--- config.mk ---
export PLATFORM = sky130hd
export DESIGN_NAME = clause_table_walker
export DESIGN_NICKNAME = d
export VERILOG_FILES = /design/src/rtl/clause_walker_pkg.sv /design/src/rtl/clause_table_walker.sv
export SDC_FILE = /design/constraint.sdc
export NUM_CORES = 1
export LEC_CHECK = 0
export ABC_AREA = 1
export ABC_CLOCK_PERIOD_IN_PS = 1590
export CAP_MARGIN = 10
export CORE_UTILIZATION = 43
export CTS_CLUSTER_SIZE = 12
export DETAILED_ROUTE_END_ITERATION = 8
export PLACE_DENSITY = 0.83
export SYNTH_ARGS = -nofsm -noshare
export SYNTH_HDL_FRONTEND = slang
export SYNTH_SLANG_ARGS = --single-unit
--- constraint.sdc ---
create_clock -name clock -period 1.59 [get_ports clock]
set_input_delay 0.318 -clock clock [delete_from_list [all_inputs] [get_ports clock]]
set_output_delay 0.318 -clock clock [all_outputs]
set_load 0.01 [all_outputs]
--- src/rtl/clause_walker_pkg.sv ---
//------------------------------------------------------------------------------
// Module  : clause_walker_pkg
// Brief   : Shared types and widths for the clause table walker.
// Rev     : 1.0 - initial release
//------------------------------------------------------------------------------
`default_nettype none

`ifndef CLAUSE_TABLE_BITS
`define CLAUSE_TABLE_BITS 3
`endif
`ifndef CLAUSE_TABLE_SIZE
`define CLAUSE_TABLE_SIZE 8
`endif
`ifndef MAX_CLAUSES_BITS
`define MAX_CLAUSES_BITS 8
`endif

package clause_walker_pkg;

    typedef enum logic [1:0] {
        IDLE  = 2'd0,
        FETCH = 2'd1,
        HOLD  = 2'd2,
        DONE  = 2'd3
    } walker_state_t;

    localparam int COUNT_BITS = `CLAUSE_TABLE_BITS + 1;

endpackage

`default_nettype wire

--- src/rtl/clause_table_walker.sv ---
//------------------------------------------------------------------------------
// Module  : clause_table_walker
// Brief   : Walks the clause table from index 0 and streams each valid clause
//           index out over valid/ready. Optional CLAUSE_WALKER_SKIP_EN drops
//           entries equal to skip_clause.
// Rev     : 1.0 - initial release
//------------------------------------------------------------------------------
`default_nettype none

`ifndef CLAUSE_TABLE_BITS
`define CLAUSE_TABLE_BITS 3
`endif
`ifndef CLAUSE_TABLE_SIZE
`define CLAUSE_TABLE_SIZE 8
`endif
`ifndef MAX_CLAUSES_BITS
`define MAX_CLAUSES_BITS 8
`endif

import clause_walker_pkg::*;

module clause_table_walker #(
    parameter int TABLE_BITS  = `CLAUSE_TABLE_BITS,
    parameter int TABLE_SIZE  = `CLAUSE_TABLE_SIZE,
    parameter int CLAUSE_BITS = `MAX_CLAUSES_BITS
) (
    input  logic                   clock,
    input  logic                   reset,
    input  logic                   start,
    input  logic                   abort,
    output logic                   tbl_read,
    output logic [TABLE_BITS-1:0]  tbl_index,
    input  logic [CLAUSE_BITS-1:0] tbl_clause,
    input  logic                   tbl_error,
    output logic                   out_valid,
    output logic [CLAUSE_BITS-1:0] out_clause,
    input  logic                   out_ready,
    output logic                   busy,
    output logic                   done,
    output logic [TABLE_BITS:0]    count
`ifdef CLAUSE_WALKER_SKIP_EN
    ,
    input  logic [CLAUSE_BITS-1:0] skip_clause
`endif
);

    localparam logic [TABLE_BITS-1:0] LAST_IDX = TABLE_BITS'(TABLE_SIZE - 1);

    walker_state_t            state_q, state_d;
    logic [TABLE_BITS-1:0]    idx_q, idx_d;
    logic [TABLE_BITS:0]      count_q, count_d;
    logic [CLAUSE_BITS-1:0]   out_clause_q, out_clause_d;
    logic                     out_valid_q, out_valid_d;
    logic                     last_q, last_d;
    logic                     skip_hit;

`ifdef CLAUSE_WALKER_SKIP_EN
    assign skip_hit = (tbl_clause == skip_clause);
`else
    assign skip_hit = 1'b0;
`endif

    always_ff @(posedge clock) begin
        if (reset) begin
            state_q      <= IDLE;
            idx_q        <= '0;
            count_q      <= '0;
            out_clause_q <= '0;
            out_valid_q  <= 1'b0;
            last_q       <= 1'b0;
        end else begin
            state_q      <= state_d;
            idx_q        <= idx_d;
            count_q      <= count_d;
            out_clause_q <= out_clause_d;
            out_valid_q  <= out_valid_d;
            last_q       <= last_d;
        end
    end

    always_comb begin
        state_d      = state_q;
        idx_d        = idx_q;
        count_d      = count_q;
        out_clause_d = out_clause_q;
        out_valid_d  = out_valid_q;
        last_d       = last_q;

        case (state_q)
            IDLE: begin
                out_valid_d = 1'b0;
                if (start && !abort) begin
                    state_d = FETCH;
                    idx_d   = '0;
                    count_d = '0;
                end
            end
            FETCH: begin
                if (tbl_error) begin
                    state_d = DONE;
                end else if (skip_hit) begin
                    // Skipped entry: advance without emitting, same end rule as HOLD.
                    if (idx_q == LAST_IDX) begin
                        state_d = DONE;
                    end else begin
                        idx_d = idx_q + 1'b1;
                    end
                end else begin
                    out_clause_d = tbl_clause;
                    out_valid_d  = 1'b1;
                    last_d       = (idx_q == LAST_IDX);
                    state_d      = HOLD;
                end
            end
            HOLD: begin
                if (out_ready) begin
                    count_d     = count_q + 1'b1;
                    out_valid_d = 1'b0;
                    if (last_q) begin
                        state_d = DONE;
                    end else begin
                        idx_d   = idx_q + 1'b1;
                        state_d = FETCH;
                    end
                end
            end
            DONE: begin
                state_d = IDLE;
            end
            default: begin
                state_d     = IDLE;
                out_valid_d = 1'b0;
            end
        endcase

        // Abort overrides any pending transition, including a same-cycle handshake.
        if (abort && (state_q != IDLE)) begin
            state_d      = IDLE;
            out_valid_d  = 1'b0;
            idx_d        = idx_q;
            count_d      = count_q;
            out_clause_d = out_clause_q;
            last_d       = last_q;
        end
    end

    assign tbl_read   = (state_q == FETCH);
    assign tbl_index  = idx_q;
    assign out_valid  = out_valid_q;
    assign out_clause = out_clause_q;
    assign busy       = (state_q != IDLE);
    assign done       = (state_q == DONE);
    assign count      = count_q;

endmodule

`default_nettype wire

==> results of run 1 <==
==> synth_stat cells <==
cell      count
buf_2         1
dfxtp_1      19
ha_1          3
inv_1        16
inv_2         2
nand4_4       1
buf_6         1
nand3_1       3
a21oi_2       2
nor2_1       35
nor2_4        1
a31o_2        1
nand3_4       2
nor3_1        1
nand2_1      18
clkinv_2      1
a21oi_1       4
o21ai_0      13
nand2_2       1
nand2_4       1
nor2_2        2
==> worst max-delay path by stage <==
stage                                      to  cells past startpoint  slack, ns
floorplan           tbl_index[2]$_SDFFE_PP0P_                      6       0.46
detailed placement      count[2]$_SDFFE_PP0P_                      5       0.05
CTS                              tbl_index[0]                      1     0.0009
finish                               tbl_read                      3       0.05
global route                         tbl_read                      3      0.002
global placement        count[2]$_SDFFE_PP0P_                      5       0.08
==> cells by family after synthesis <==
family / synth area share (%)
AO/OA/AOI/OAI: 11.9
adder cells (fa/ha/maj): 4.02
buffers and inverters: 9.50
flip-flops: 40.7
AND/OR/NAND/NOR: 33.9
==> metal layers <==
layer  global-route usage (%)  vias up
li1                         -      477
met1                     23.3      423
met2                     35.6       27
met3                     3.14        7
met4                     11.3        0
met5                        0        -
==> placed cells by master (no fill, tap or decap), types with 4 or more instances in the layout <==
cell type / instances
nor2_1: 35
clkdlybuf4s50_1: 27
nand2_1: 18
inv_1: 16
o21ai_0: 13
dfxtp_1: 12
dfxtp_2: 5
buf_4: 5
a21oi_1: 4
==> through the flow <==
step                      total power, mW  hold WS, ns  instances  area [sq um]
after floorplan                     0.792        0.380        128           935
after global placement              0.942        0.465        189          1300
after detailed placement            0.958        0.471        189          1300
after CTS                            1.23        0.489        194          1350
after global routing                 1.30        0.530        194          1360
final                                1.22        0.488        194          1360
==> state kept, by name, indices dropped and copies added (netlist names) <==
signal,count
out_clause,8
count,4
tbl_index,3
state_q,2
last_q,1
out_valid,1
==> what timing repair did <==
item | 4_1_cts | 5_1_grt
setup buffers | 1 | 0
pin swaps | 0 | 0
hold endpoints to repair | 0 | 0
gates resized for setup | 9 | 6
hold buffers | 0 | 0
endpoints found under the setup margin | 4 | 6
==> cell type report <==
type	instances	share of cell area (%)
tap	27	2.48
clock buffer	3	1.66
clock inverter	1	0.552
sequential	19	29.0
timing repair buffer	37	26.4
multi-input combinational	88	34.6
inverter	19	5.34
==> power breakdown <==
part           switching, mW  leakage, nW  internal [mW]
logic                  0.209        0.471          0.191
clock network          0.165       0.0139         0.0960
registers             0.0367        0.158          0.522
total                  0.411        0.643          0.809
==> worst max-delay path, delay by kind of cell (launching register included) <==
kind | cells | cell delay [ns]
AND/OR/NAND/NOR | 1 | 0.10
buffers and inverters | 2 | 0.43
flip-flops | 1 | 0.38
==> flow_summary.ini, run 1 <==
[logic_synthesis]
ys_seq_area_share_pct = 40.7
synth.largest_area_cell = dfxtp_1
synth_nets = 145
ys_types = 21
synthCells = 128
avgSynthCellArea_sq_um = 7.30
yosysTopAreaCellShare_pct = 40.7
ys_top_cells_by_area = dfxtp_1, nor2_1, nand2_1
ys_warn_count = 0
synth_area_sq_um = 935
synth_seq_cells = 19

[route]
wl_met2_microns = 1070
drt-pass1-iter-count = 4
route.detailed.drc = 0
totalWireLength_microns = 2130
drtIter0Drc = 9
routedWlPerCell_microns = 11.0
wl_met3_microns = 97
antenna_left = 0
met1_length_microns = 891
vias = 934
routed.top_layer = met4
vias_per_cell = 4.81

[critical_path]
startpoint_type = register
critPathMaxStageDelay_ns = 0.38
crit_required_ns = 1.27
crit_start = state_q[1]$_SDFFE_PP0P_
rr_endpoint = count[1]$_SDFFE_PP0P_
crit_fanout = 5
reg2reg_depth = 8
arrival_ns = 1.22
reg2reg_from = state_q[1]$_SDFFE_PP0P_
r2r_setup_slack_ns = 0.29
critPathCaptureType = output port
cp_slowest_cell = dfxtp_4
critPathKind = register to output port
crit_path_cell_trace = buf_4, nor2_4, dlygate4sd2_1

[cts]
clock_latency_ns = 0.31
cts.path.max_buffers = 2
cts_buffers = 3
cts_root_buf = clkbuf_4
cts.sinks = 19
cts_tree = done
cts_max_level = 1
clk_pin_slew_ns = 0.12

[sta]
period_needed_ns = 1.54
rsz0062_at_grt = false
fin_skew_ns = 0.0103
finalCritPeriodShare_pct = 96.9
tns_ns = 0
setup_viol = 0
hold_viol_final = 0
slew_violations = 0
fmax_mhz = 649
setup_slack_ns = 0.0490
worst_slew_pin_slew_ns = 0.387
slew_headroom_pct = 73.9

[global_route]
gr-total-overflow = 0
grt_max_degree = 15
grt_pass1_wl_microns = 3710
grt_pass1_vias = 872
gr-usage-all-layers_pct = 20.3
antenna_found_initial = 0

[die]
floorplan.rows = 16
coreArea_sq_mm = 0.00200
initial_core_util_pct = 46.7
fp.dieW_microns = 48.6
dieArea_sq_mm = 0.00236
die_h_microns = 48.6
io_pins = 33

[finish]
regArea_sq_um = 394
fillers = 185
nNetsFinal = 185
utilization_pct = 67.9
area_growth_pct = 45.5
n_antenna_cell = 0
drive_gt1_share_pct = 18.0
multiInputGateArea_sq_um = 470

[placed_design]
place.gp.congestion = 0.808
post-place-ws_ns = 0.0457
dp_hpwl_microns = 1560
io_buffers = 32

[run_status]
status = finished clean

[hold_path]
hold_path_startpoint = out_valid$_SDFFE_PP0P_
hold_end = out_valid$_SDFFE_PP0P_
worst_hold_path.num_cells = 2
hp-class = register to register

[power]
p_leak_nw = 0.643
ir_worst_vdd_mv = 0.588
p_per_area_mw_per_mm2 = 896

[job]
max_cap_violations = 0
Power figures use the tool's default switching activity.
==> inputs of run 2 (changes only) <==
--- a/config.mk
+++ b/config.mk
@@ -7,7 +7,7 @@
 export LEC_CHECK = 0
 export ABC_AREA = 1
 export ABC_CLOCK_PERIOD_IN_PS = 1590
-export CAP_MARGIN = 10
+export CAP_MARGIN = 20
 export CORE_UTILIZATION = 43
 export CTS_CLUSTER_SIZE = 12
 export DETAILED_ROUTE_END_ITERATION = 8
==> results of run 2 <==
The final DEF is identical to that of run 1; final timing and power are the same.
